===== config.mk =====
export PLATFORM = sky130hd
export DESIGN_NAME = key_debounce
export DESIGN_NICKNAME = d
export VERILOG_FILES = /design/src/rtl/key_debounce_pkg.sv /design/src/rtl/key_debounce_sync_chain.sv /design/src/rtl/key_debounce.sv
export SDC_FILE = /design/constraint.sdc
export NUM_CORES = 1
export LEC_CHECK = 0
export ABC_AREA = 1
export ABC_CLOCK_PERIOD_IN_PS = 2100
export BUFFER_PORTS_ARGS = -buffer_cell sky130_fd_sc_hd__buf_2
export CAP_MARGIN = 20
export CORE_UTILIZATION = 59
export DETAILED_ROUTE_END_ITERATION = 12
export PLACE_DENSITY = 0.77
export REMOVE_ABC_BUFFERS = 1
export SETUP_SLACK_MARGIN = 0.02
export SLEW_MARGIN = 10
export SYNTH_ARGS = -nofsm -noshare
export SYNTH_HDL_FRONTEND = slang
export SYNTH_SLANG_ARGS = --single-unit

===== constraint.sdc =====
create_clock -name clock -period 2.1 [get_ports clock]
set_input_delay 0.315 -clock clock [delete_from_list [all_inputs] [get_ports clock]]
set_output_delay 0.315 -clock clock [all_outputs]
set_load 0.05 [all_outputs]

===== src/rtl/key_debounce_pkg.sv =====
// key_debounce_pkg: state encodings and key polarity shared by the debouncer and the pulse FSM
package key_debounce_pkg;
  typedef enum logic [1:0] {
    REL_STABLE = 2'b00,
    PRESS_WAIT = 2'b01,
    PRS_STABLE = 2'b10,
    REL_WAIT   = 2'b11
  } key_state_t;
  localparam logic KEY_ACTIVE = 1'b0;
endpackage


===== src/rtl/key_debounce_sync_chain.sv =====
// sync_chain: STAGES-deep metastability synchronizer with a configurable reset value
module sync_chain #(
  parameter int   STAGES  = 2,
  parameter logic RST_VAL = 1'b1
) (
  input  logic clock,
  input  logic reset,
  input  logic d,
  output logic q
);
  logic [STAGES-1:0] ff;
  always_ff @(posedge clock or negedge reset)
    if (!reset) ff <= {STAGES{RST_VAL}};
    else        ff <= {ff[STAGES-2:0], d};
  assign q = ff[STAGES-1];
endmodule


===== src/rtl/key_debounce.sv =====
// key_debounce: synchronizes and debounces an active-low pushbutton into key_clean/busy
// KEY_EDGE_OUT_EN adds registered press_pulse/release_pulse outputs.
module key_debounce
  import key_debounce_pkg::*;
#(
  parameter int SYNC_STAGES     = 2,
  parameter int DEBOUNCE_CYCLES = 500000
) (
  input  logic clock,
  input  logic reset,
  input  logic key_raw,
  output logic key_clean,
  output logic busy
`ifdef KEY_EDGE_OUT_EN
  ,
  output logic press_pulse,
  output logic release_pulse
`endif
);
  localparam int CW = $clog2(DEBOUNCE_CYCLES + 1);
  localparam logic [CW-1:0] LAST = CW'(DEBOUNCE_CYCLES - 1);
  logic key_sync;
  logic done;
  logic [CW-1:0] cnt;
  key_state_t state, state_n;
  sync_chain #(.STAGES(SYNC_STAGES), .RST_VAL(~KEY_ACTIVE)) u_sync (
    .clock(clock),
    .reset(reset),
    .d    (key_raw),
    .q    (key_sync)
  );
  // counter restarts on every state entry and only runs while timing a candidate
  always_ff @(posedge clock or negedge reset)
    if (!reset) begin
      state <= REL_STABLE;
      cnt   <= '0;
    end else begin
      state <= state_n;
      cnt   <= (state_n != state || !busy) ? '0 : cnt + 1'b1;
    end
  assign done = cnt == LAST;
  always_comb begin
    state_n = REL_STABLE;
    case (state)
      REL_STABLE: state_n = key_sync == KEY_ACTIVE ? PRESS_WAIT : REL_STABLE;
      PRESS_WAIT: state_n = key_sync != KEY_ACTIVE ? REL_STABLE : done ? PRS_STABLE : PRESS_WAIT;
      PRS_STABLE: state_n = key_sync != KEY_ACTIVE ? REL_WAIT : PRS_STABLE;
      REL_WAIT:   state_n = key_sync == KEY_ACTIVE ? PRS_STABLE : done ? REL_STABLE : REL_WAIT;
      default:    state_n = REL_STABLE;
    endcase
  end
  always_comb begin
    key_clean = state inside {PRS_STABLE, REL_WAIT} ? KEY_ACTIVE : ~KEY_ACTIVE;
    busy      = state inside {PRESS_WAIT, REL_WAIT};
  end
`ifdef KEY_EDGE_OUT_EN
  always_ff @(posedge clock or negedge reset)
    if (!reset) begin
      press_pulse   <= 1'b0;
      release_pulse <= 1'b0;
    end else begin
      press_pulse   <= state == PRESS_WAIT && state_n == PRS_STABLE;
      release_pulse <= state == REL_WAIT && state_n == REL_STABLE;
    end
`endif
endmodule


# Word level (Yosys, flattened, before mapping)
# Index checks and enable logic that the tools add are counted.
# totals
regBits	23
inputBits	3
output_inout_bits	2
# classes
n_addsub	1
eq_ne	5
mux	9
reduce_logical	5
# ops
operator	n
$add A19 B1 Y19 const B	1
$eq A19 B19 Y1 const B	1
$mux W19	1
$mux W2	4
$pmux W2 S4	1
$eq A2 B2 Y1 const B	2
$reduce_bool A2 Y1	2
$mux W1	3
$eq A2 B1 Y1 const B	1
$logic_not A2 Y1	1
$ne A2 B2 Y1	1
$logic_not A1 Y1	1
$logic_or A1 B1 Y1	1

# Logic depth before layout (Yosys ltp)
# depth
word_depth	7
ltp_mapped	8

# By module
# Synthesis repeated with hierarchy kept, for this count alone.
# hier_totals
hier_cells	150
hier_area_um2	1266.2
# by_module_without_submodules
mod	instances	cells_per_inst	area_each_um2	seq_area_each_um2
key_debounce	1	148	1213.7	525.5
sync_chain	1	2	52.6	52.6

# Worst setup path before layout
# No wires, ideal clock.
# synth_timing
path_kind	reg2reg
from	register cnt[0]
to	register cnt[0]
arrival_ps	1364
slack_ps	613
path_stages_with_launch	8
path_buffers	1
path_cell_list	dfrtp_1 -> ha_1 -> nand3_4 -> nor2_2 -> nand3_2 -> nand3_4 -> buf_12 -> nor2_2
# synth_between
elab_chain_len	7
elab_cells_between_ends	10
cone_classes	1 x add/sub; 2 x eq/ne; 6 x mux; 1 x reduce/logical
# synth_rtl
element	line	text
start, declared	key_debounce.sv:24	logic [CW-1:0] cnt;
start signal, assigned	key_debounce.sv:39	cnt <= (state_n != state || !busy) ? '0 : cnt + 1'b1;
$eq A19 B19 Y1	key_debounce.sv:41	assign done = cnt == LAST;
$mux W2 (on tied branches) (2 in a row)	key_debounce.sv:48, key_debounce.sv:46	
$pmux W2 S4	key_debounce.sv:44	case (state)
$ne A2 B2 Y1	key_debounce.sv:39	
$logic_or A1 B1 Y1	key_debounce.sv:39	
$mux W19 (*)	key_debounce.sv:39	
# Mark *: on every way between the ends. The rest lies on a longest branch, timed or not.

# Worst setup path in the final report
# layout_timing
from	register cnt[0]
to	register cnt[11]
# The elaborated chain is that of the path after synthesis.

==> summary.md <==
| Metric | Value |
|---|---|
| Max Clock Freq | `around 600 MHz` |
| Share of cells above drive strength 1 | `19.7%` |
| Fin crit share | `77.1%` |
| Vias in the first global route | `842` |
| CP startpoint kind | `flop` |
| CTS Root Cell | `clkbuf_4` |
| Final Hold Slack | `0.0899 ns` |
| DIE WIDTH | `48.3 µm` |
| Final setup violation count | `0` |
| Routability Congestion | `0.855` |
| CP Capture Type | `flop` |
| R2R depth | `6` |
| Drt first pass iters | `4` |
| Status | `completed` |
| Slew Limit Fails | `0` |
| Cell area after layout | `~1300 µm²` |
| Final hold violation count | `0` |
| CP startpoint | `cnt[0]$_DFF_PN0_` |
| Util after Layout | `67.2%` |
| First-pass GRT wire length | `3.74 mm` |
| Postcts setup bufs | `0` |
| Std cell rows | `16` |
| Arrival time at the worst endpoint | `around 1.8 ns` |
| Critical path endpoint | `cnt[11]$_DFF_PN0_` |
| Antenna diode count | `0` |
| Max Clock Skew | `about 0.0074 ns` |
| IO Pins | `5` |
| Post-synthesis sequential area ratio | `45.7%` |
| Max-cap violations | `0` |
| Placed standard-cell area | `1300 µm²` |
| Final Total Pwr | `between 600 and 700 µW` |
| Max-slew headroom | `66.5%` |
| Final ANT Viol Nets | `0` |
| FF-to-FF End | `cnt[11]$_DFF_PN0_` |
| Tot GR Track Use | `21.0%` |
| Area grow syn2layout | `5.24%` |
| Post-synth cell types | `23` |
| Die height | `around 48 µm` |
| PD cells | `518 nW/µm²` |
| Worst-Skew Late Latency | `0.31 ns` |
| Clock net sink count | `23` |
| Gr ovfl total | `0` |
| Initial Utilization | `a little under two thirds` |
| RSZ-0062 raised after global routing | `no` |
| Synth Instances | `150` |
| Via Count | `929` |
| Reg2reg start | `cnt[0]$_DFF_PN0_` |
| WHS Path Cells | `1` |
| Max IR drop VDD | `0.426 mV` |
| Mapped cell area | `1270 µm²` |
| Crit Path Max Fanout | `19` |
| Fill count | `between 150 and 200` |
| Htree depth | `1` |
| Die Area | `2340 µm²` |
| Slew of the pin with the lowest slew margin | `between 0.5 and 0.6 ns` |
| I/O Buffers | `4` |
| Hold/Removal Path Class | `input port to flop` |
| Req. time, crit path | `2.30 ns` |
| Internal reg-to-reg setup slack | `0.48 ns` |
| Vias per cell | `between 5 and 6` |
| Synth Register Bits | `23` |
| Largest net degree at the start of global routing | `24` |
| HPWL after detailed placement | `1.61 mm` |
| Core Area | `around 2000 µm²` |
| CTS tree | `yes` |
| CP Class | `flop to flop` |
| Final Critical Period | `1.62 ns` |
| Yosys Warn Count | `0` |
| Lkg Pwr | `just under 0.0005 µW` |
| CTS Buffer Depth | `2` |
| Post-route setup TNS | `0 ns` |
| Total Nets Final | `162` |
| DR WL/cell | `roughly 11 µm` |
| DRC | `0` |
| Inserted Clock Buffers | `3` |
| Number of DRC markers in iteration 0 | `12` |
| Antenna violations before repair | `0` |
| CTS clk-pin slew, worst paths | `0.13 ns` |
| Routed wire length | `roughly 2.1 mm` |
| Post-Syn Area per Cell | `between 8 and 9 µm²` |
==> worst min path at each step <==
stage            start                     end  slack [ns]
6_report       key_raw  u_sync.ff[0]$_DFF_PN1_        0.09
5_1_grt        key_raw  u_sync.ff[0]$_DFF_PN1_        0.07
4_1_cts        key_raw  u_sync.ff[0]$_DFF_PN1_        0.08
3_5_place_dp     reset       cnt[10]$_DFF_PN0_        0.31
3_3_place_gp     reset        cnt[7]$_DFF_PN0_        0.30
2_1_floorplan    reset        cnt[0]$_DFF_PN0_        0.02
==> timing repair <==
item / 4_1_cts / 5_1_grt
endpoints found under the hold margin: 21 / 0
gates resized for setup: 0 / 0
hold buffers: 1 / 0
setup endpoints to repair: 0 / 0
==> critical path, stage by stage, from the launching register on <==
cell and delay (ns):
dfrtp_1 0.47, ha_1 0.31, nand3_4 0.12, nor2_2 0.13, nand3_2 0.13, nand3_4 0.25, nor2_1 0.10
==> registers in the layout, indices dropped and copies added, names as in the netlist <==
signal	flops
state	2
cnt	19
u_sync.ff	2
==> placed cells by master, fill, tap and decap left out, drive strengths merged <==
| master | count |
|---|---|
| nor2 | 44 |
| nand2 | 39 |
| dfrtp | 21 |
| nand3 | 10 |
| inv | 9 |
| xor2 | 8 |
| xnor2 | 6 |
| buf | 4 |
| clkbuf | 4 |
| a21oi | 2 |
| dfstp | 2 |
| nor3 | 2 |
| and2 | 1 |
| o21bai | 1 |
| nand4 | 1 |
| nand3b | 1 |
| ha | 1 |
| dlygate4sd3 | 1 |
==> cell usage after synthesis <==
cell       n  area [µm²]
clkbuf_1   1        3.75
o21bai_1   1        7.51
nand2_2    1        6.26
nor3_1     1        5.00
a21oi_1    2        10.0
nor2_1    29         109
nand3_2    2        20.0
nand2_1   38         143
xor2_1     8        70.1
buf_12     1        20.0
nor3_2     1        10.0
nand3_4    2        35.0
nor2_4     1        11.3
nand3b_1   1        7.51
nor2_2    14        87.6
nand4_1    1        6.26
inv_1      9        33.8
xnor2_1    6        52.6
and2_2     1        7.51
dfrtp_1   21         526
dfstp_2    2        52.6
nand3_1    6        30.0
ha_1       1        12.5
==> metal layers <==
| layer | wire length [µm] | up-vias | global-route usage [%] |
|---|---|---|---|
| met4 | 53 | 0 | 10.3 |
| li1 | - | 476 | - |
| met3 | 47 | 6 | 3.14 |
| met5 | 0 | - | 0 |
| met1 | 1020 | 436 | 28.3 |
| met2 | 980 | 11 | 33.3 |
==> final cells by class <==
type / count / area (µm²) / area share [%]
clock buffer: 4 / 26.3 / 1.97
inverter: 9 / 33.8 / 2.54
multi-input combinational: 116 / 631 / 47.3
sequential: 23 / 578 / 43.4
tap: 27 / 33.8 / 2.54
timing repair buffer: 5 / 30.0 / 2.25
==> report_power, final <==
group,switching [µW],total (µW),leakage (µW),internal [µW]
combinational,22.8,30.4,0.000159,7.66
clock,132,206,0.0000150,74.2
sequential,4.86,454,0.000311,449
==> through the flow <==
stage,instances,worst slack [ns]
floorplan,148,0.634
global placement,179,0.543
detailed placement,179,0.477
CTS,184,0.457
global route,184,0.356
finish,184,0.481
==> cells by family after synthesis <==
family          Yosys count  share of synthesized area [%]
buf+inv                  11                           4.55
xor+xnor                 14                           9.68
compound gates            3                           1.38
flops                    23                           45.7
simple gates             98                           37.7
fa+ha+maj                 1                          0.988
No activity file was read; power rests on OpenSTA's default activity.
